$ cat config.mk
export PLATFORM = sky130hd
export DESIGN_NAME = alu_seq_ctrl
export DESIGN_NICKNAME = d
export VERILOG_FILES = /design/src/rtl/alu_seq_ctrl.sv
export SDC_FILE = /design/constraint.sdc
export NUM_CORES = 1
export LEC_CHECK = 0
export CAP_MARGIN = 10
export CORE_UTILIZATION = 44
export CTS_CLUSTER_DIAMETER = 50
export CTS_CLUSTER_SIZE = 28
export DETAILED_ROUTE_END_ITERATION = 10
export DONT_BUFFER_PORTS = 1
export GPL_TIMING_DRIVEN = 0
export PLACE_DENSITY = 0.57
export REMOVE_ABC_BUFFERS = 1
export SYNTH_ARGS = -nofsm -noshare
export SYNTH_HDL_FRONTEND = slang
export SYNTH_SLANG_ARGS = --single-unit
$ cat constraint.sdc
create_clock -name clk -period 5.6 [get_ports clk]
set_input_delay 0.56 -clock clk [delete_from_list [all_inputs] [get_ports clk]]
set_output_delay 0.56 -clock clk [all_outputs]
set_load 0.01 [all_outputs]
$ cat src/rtl/alu_seq_ctrl.sv
// Multi-cycle control unit for the 8-bit ALU datapath: fetches 16-bit
// instructions over req/ack and sequences them through FETCH/DECODE/EXEC/WB.
module alu_seq_ctrl #(
  parameter logic [7:0] RESET_PC = 8'h00,
  parameter logic [3:0] HALT_OP  = 4'b1111
) (
  input  logic        clk,
  input  logic        rst,
  output logic        imem_req,
  output logic [7:0]  imem_addr,
  input  logic [15:0] imem_rdata,
  input  logic        imem_ack,
  output logic [1:0]  rf_raddr1,
  output logic [1:0]  rf_raddr2,
  output logic        rf_we,
  output logic [1:0]  rf_waddr,
  output logic [3:0]  alu_opcode,
  output logic        alu_b_imm,
  output logic [7:0]  imm,
  output logic [4:0]  shamt,
  output logic        dir,
  input  logic        alu_branch_taken,
  output logic [7:0]  pc,
  output logic        halted
);

  typedef enum logic [2:0] {
    S_FETCH,
    S_DECODE,
    S_EXEC,
    S_WB,
    S_HALT
  } state_t;

  state_t      state_q, state_d;
  logic [15:0] ir_q, ir_d;
  logic [7:0]  pc_q, pc_d;
  logic        req_q, req_d;
  logic        taken_q, taken_d;
  logic        halted_q, halted_d;
  logic [1:0]  raddr1_q, raddr1_d;
  logic [1:0]  raddr2_q, raddr2_d;
  logic        we_q, we_d;
  logic [1:0]  waddr_q, waddr_d;
  logic [3:0]  opcode_q, opcode_d;
  logic        b_imm_q, b_imm_d;

  logic [3:0]  op;
  logic [3:0]  fetch_op;
  logic        op_writes;
  logic        op_branch;

  assign op        = ir_q[15:12];
  assign fetch_op  = imem_rdata[15:12];
  assign op_writes = (op <= 4'b0110) || (op == 4'b1001);
  assign op_branch = (op == 4'b1011) || (op == 4'b1100);

  // Registered outputs are computed from the next state, so each control is
  // already valid during the cycle of the state that owns it.
  always_comb begin
    state_d  = state_q;
    ir_d     = ir_q;
    pc_d     = pc_q;
    req_d    = req_q;
    taken_d  = taken_q;
    halted_d = halted_q;
    raddr1_d = raddr1_q;
    raddr2_d = raddr2_q;
    we_d     = we_q;
    waddr_d  = waddr_q;
    opcode_d = opcode_q;
    b_imm_d  = b_imm_q;
    case (state_q)
      S_FETCH: begin
        if (req_q && imem_ack) begin
          ir_d     = imem_rdata;
          req_d    = 1'b0;
          raddr1_d = imem_rdata[9:8];
          raddr2_d = (fetch_op <= 4'b0101) ? imem_rdata[7:6] : imem_rdata[11:10];
          state_d  = S_DECODE;
        end else begin
          req_d = 1'b1;
        end
      end
      S_DECODE: begin
        opcode_d = op;
        b_imm_d  = (op == 4'b1001);
        state_d  = S_EXEC;
      end
      S_EXEC: begin
        taken_d = op_branch && alu_branch_taken;
        if (op == HALT_OP) begin
          halted_d = 1'b1;
          state_d  = S_HALT;
        end else begin
          we_d    = op_writes;
          waddr_d = ir_q[11:10];
          state_d = S_WB;
        end
      end
      S_WB: begin
        we_d    = 1'b0;
        pc_d    = taken_q ? (pc_q + 8'd1 + ir_q[7:0]) : (pc_q + 8'd1);
        req_d   = 1'b1;
        state_d = S_FETCH;
      end
      S_HALT: begin
        req_d = 1'b0;
        we_d  = 1'b0;
      end
      default: state_d = S_FETCH;
    endcase
  end

  always_ff @(posedge clk) begin
    if (rst) begin
      state_q  <= S_FETCH;
      ir_q     <= '0;
      pc_q     <= RESET_PC;
      req_q    <= 1'b0;
      taken_q  <= 1'b0;
      halted_q <= 1'b0;
      raddr1_q <= '0;
      raddr2_q <= '0;
      we_q     <= 1'b0;
      waddr_q  <= '0;
      opcode_q <= '0;
      b_imm_q  <= 1'b0;
    end else begin
      state_q  <= state_d;
      ir_q     <= ir_d;
      pc_q     <= pc_d;
      req_q    <= req_d;
      taken_q  <= taken_d;
      halted_q <= halted_d;
      raddr1_q <= raddr1_d;
      raddr2_q <= raddr2_d;
      we_q     <= we_d;
      waddr_q  <= waddr_d;
      opcode_q <= opcode_d;
      b_imm_q  <= b_imm_d;
    end
  end

  assign imem_req   = req_q;
  assign imem_addr  = pc_q;
  assign pc         = pc_q;
  assign halted     = halted_q;
  assign rf_raddr1  = raddr1_q;
  assign rf_raddr2  = raddr2_q;
  assign rf_we      = we_q;
  assign rf_waddr   = waddr_q;
  assign alu_opcode = opcode_q;
  assign alu_b_imm  = b_imm_q;
  assign imm        = ir_q[7:0];
  assign shamt      = ir_q[4:0];
  assign dir        = ir_q[5];

endmodule

==> summary.md <==
| Metric | Value |
|---|---|
| Status | `completed` |
| Unrepaired setup endpoints after global routing | `false` |
| Cell count after synthesis | `a little under 300` |
| Reg2reg path depth | `11` |
| VDD IR max | `around 0.15 mV` |
| Finish-stage setup viols | `0` |
| Reg-to-reg critical path endpoint | `imem_addr[7]` |
| Area Overhead vs Synth | `-0.269%` |
| Vert. Die Dim | `approximately 75 µm` |
| Cell with the most instances after synthesis | `nand2_1` |
| Max Slew Vio Count | `0` |
| CP endpoint kind | `flip-flop` |
| Die area | `~0.0056 mm²` |
| Post-synth ARST share | `0%` |
| Gr usage total | `19.5%` |
| Antenna Cells | `0` |
| Sequential fraction of the synthesis area | `34.4%` |
| Relative slew slack | `53.9%` |
| Post-synth EDFFs | `0` |
| Total number of vias | `1831` |
| Clk Latency, worst-skew pair | `roughly 0.3 ns` |
| Post_cts resized | `0` |
| Crit path kind | `reg -> reg` |
| Buffers inserted by post-CTS timing repair | `0` |
| Hold Buf Count CTS | `0` |
| Min cycle time layout | `2.85 ns` |
| Max Clock Freq | `~350 MHz` |
| CP endpoint | `imem_addr[7]` |
| Clk root buf | `clkbuf_8` |
| Total power draw | `approximately 0.66 mW` |
| Via density | `between 5 and 6` |
| Critical R2R Launch | `imem_addr[0]` |
| Clock-pin slew on the worst setup and hold paths | `0.08 ns` |
| Max Fanout on Critical Path | `7` |
| HPWL Detailed | `3360 µm` |
| Max Cap Viol | `0` |
| First drt pass iteration count | `4` |
| Die Width | `74.7 µm` |
| Distinct cells, synth | `48` |
| Largest net degree at the start of global routing | `41` |
| Vias in the first global route | `~1.8k` |
| IO Pins | `64` |
| Worst slew pin tran | `slightly below 0.7 ns` |
| Iteration-0 DRC count of the detailed router | `83` |
| Mapped cell area | `approximately 0.0023 mm²` |
| CP startpoint kind | `flip-flop` |
| Layout Nets | `around 290` |
| Setup tns final | `0 ns` |
| Synth top area share | `roughly a third` |
| IO buf count | `0` |
| CTS tree | `yes` |
| H-tree depth | `2` |
| Core ar. | `between 0.005 and 0.006 mm²` |
| Post-DRT Antenna Nets | `0` |
| Yosys top cell by area | `dfxtp_1` |
| CP required | `5.85 ns` |
| Top_reg_cell synth | `dfxtp_1` |
| Layout cell share with drive strength beyond 1 | `about 7.6%` |
| Most frequent cells after synthesis | `50 x nand2_1, 40 x dfxtp_1, 31 x a21oi_1, 30 x nor2_1, 23 x buf_4` |
| First-pass GRT wire length | `approximately 8100 µm` |
| Routability congestion estimate | `0.799` |
| Leakage | `around 0.85 nW` |
| Final period util | `roughly half` |
| Pwr dens | `between 200 and 300 mW/mm²` |
| CTS buffer count | `5` |
| Average cell area after synthesis | `around 8.0 µm²` |
| Initial antenna violation count | `0` |
| Skew final | `0.00508 ns` |
| Critical path startpoint | `imem_addr[0]` |
| #FFs+latches synth | `40` |
| Reg2Reg Setup Slack | `between 2 and 3 ns` |
| Synth Warn # | `0` |
| Final count of hold timing violations | `0` |
| Std-Cell Rows | `26` |
| DRC violations left | `0` |
| Clock Tree Buf Depth | `2` |
| Critical path data arrival time | `~3 ns` |
| Hold WC Path Type | `in -> reg` |
| Drt wl/cell | `around 15 µm` |
| GRT overflow | `0` |
| Initial Utilization | `between 40 and 50%` |
| Final WL | `a little under 5000 µm` |
| Largest cells by area after synthesis | `dfxtp_1 34%, nand2_1 8.1%, buf_4 7.4%` |
| TritonCTS sink count | `40` |
[cell type report]
type / count / area, µm²
clock inverters: 2 / 38.8
multi-input cells: 208 / 1280
inverters: 4 / 15.0
well taps: 70 / 87.6
clock buffers: 6 / 82.6
flip-flops and latches: 40 / 801
repair buffers: 2 / 15.0
fillers: 532 / 2790
[critical path: stages (launching register included)]
cell	delay (ns)
dfxtp_1	0.58
ha_1	0.30
nand3_1	0.18
nor2_1	0.18
xor2_1	0.25
ha_1	0.32
o21ai_0	0.10
nor2_1	0.08
o41ai_2	0.07
mux2_2	0.40
a31o_1	0.22
a21oi_2	0.11
[placed cells by master, fill, tap and decap left out, types with 6 or more instances in the layout]
cell type  count
ha_1           9
a21oi_1       31
nor2_1        30
nand2_1       50
dfxtp_1       40
mux2i_1       12
nor3_1         8
a211oi_1       6
clkbuf_8       6
[power breakdown]
part           total (mW)  internal (mW)  switching (mW)
clock               0.255          0.146           0.109
sequential          0.333          0.300          0.0327
combinational      0.0749         0.0338          0.0411
total               0.663          0.480           0.183
[cell families (layout without fill, tap and decap cells)]
group                    after synthesis  after routing  synth area share [%]
buffers and inverters                 43             14                  10.8
AO/OA/AOI/OAI                         59             59                  16.3
adder cells (fa/ha/maj)               10             10                  5.70
multiplexers                          14             14                  6.13
flip-flops                            40             40                  34.4
XOR/XNOR                               8              8                  3.01
AND/OR/NAND/NOR                      117            117                  23.6
[per-layer routing]
layer | up-vias | part of all wire, % | track usage (%)
li1 | 929 | - | -
met4 | 0 | 1.5 | 6.92
met2 | 57 | 47 | 34.0
met5 | - | 0 | 0
met3 | 7 | 6.2 | 6.43
met1 | 838 | 45 | 22.2
[worst min path at each step]
stage                         from      endpoint  slack [ns]  cells after the start
after global placement    ir_q[11]      ir_q[11]        0.44                      2
after floorplan           ir_q[10]      ir_q[10]        0.43                      2
after global routing           rst  imem_addr[7]        0.29                      1
after CTS                      rst  imem_addr[7]        0.30                      1
final                          rst  imem_addr[7]        0.31                      1
after detailed placement  ir_q[11]      ir_q[11]        0.45                      2
[per-stage QoR]
stage	util, %	setup slack [ns]	instance area (µm²)	std cells	hold slack [ns]
after floorplan	-	3.04	2090	252	0.431
after global placement	42.6	2.05	2180	322	0.444
after detailed placement	43.0	2.77	2200	324	0.450
after CTS	45.4	2.74	2320	332	0.298
after global routing	45.4	2.52	2320	332	0.294
final	45.4	2.75	2320	332	0.309
[registers in the layout, summed over array words and instances, names as in the netlist]
signal / flops
taken_q: 1
imem_addr: 8
state_q: 3
imem_req: 1
alu_opcode: 4
rf_waddr: 2
ir_q: 16
alu_b_imm: 1
rf_raddr2: 2
halted: 1
rf_we: 1
Power figures use the tool's default switching activity.
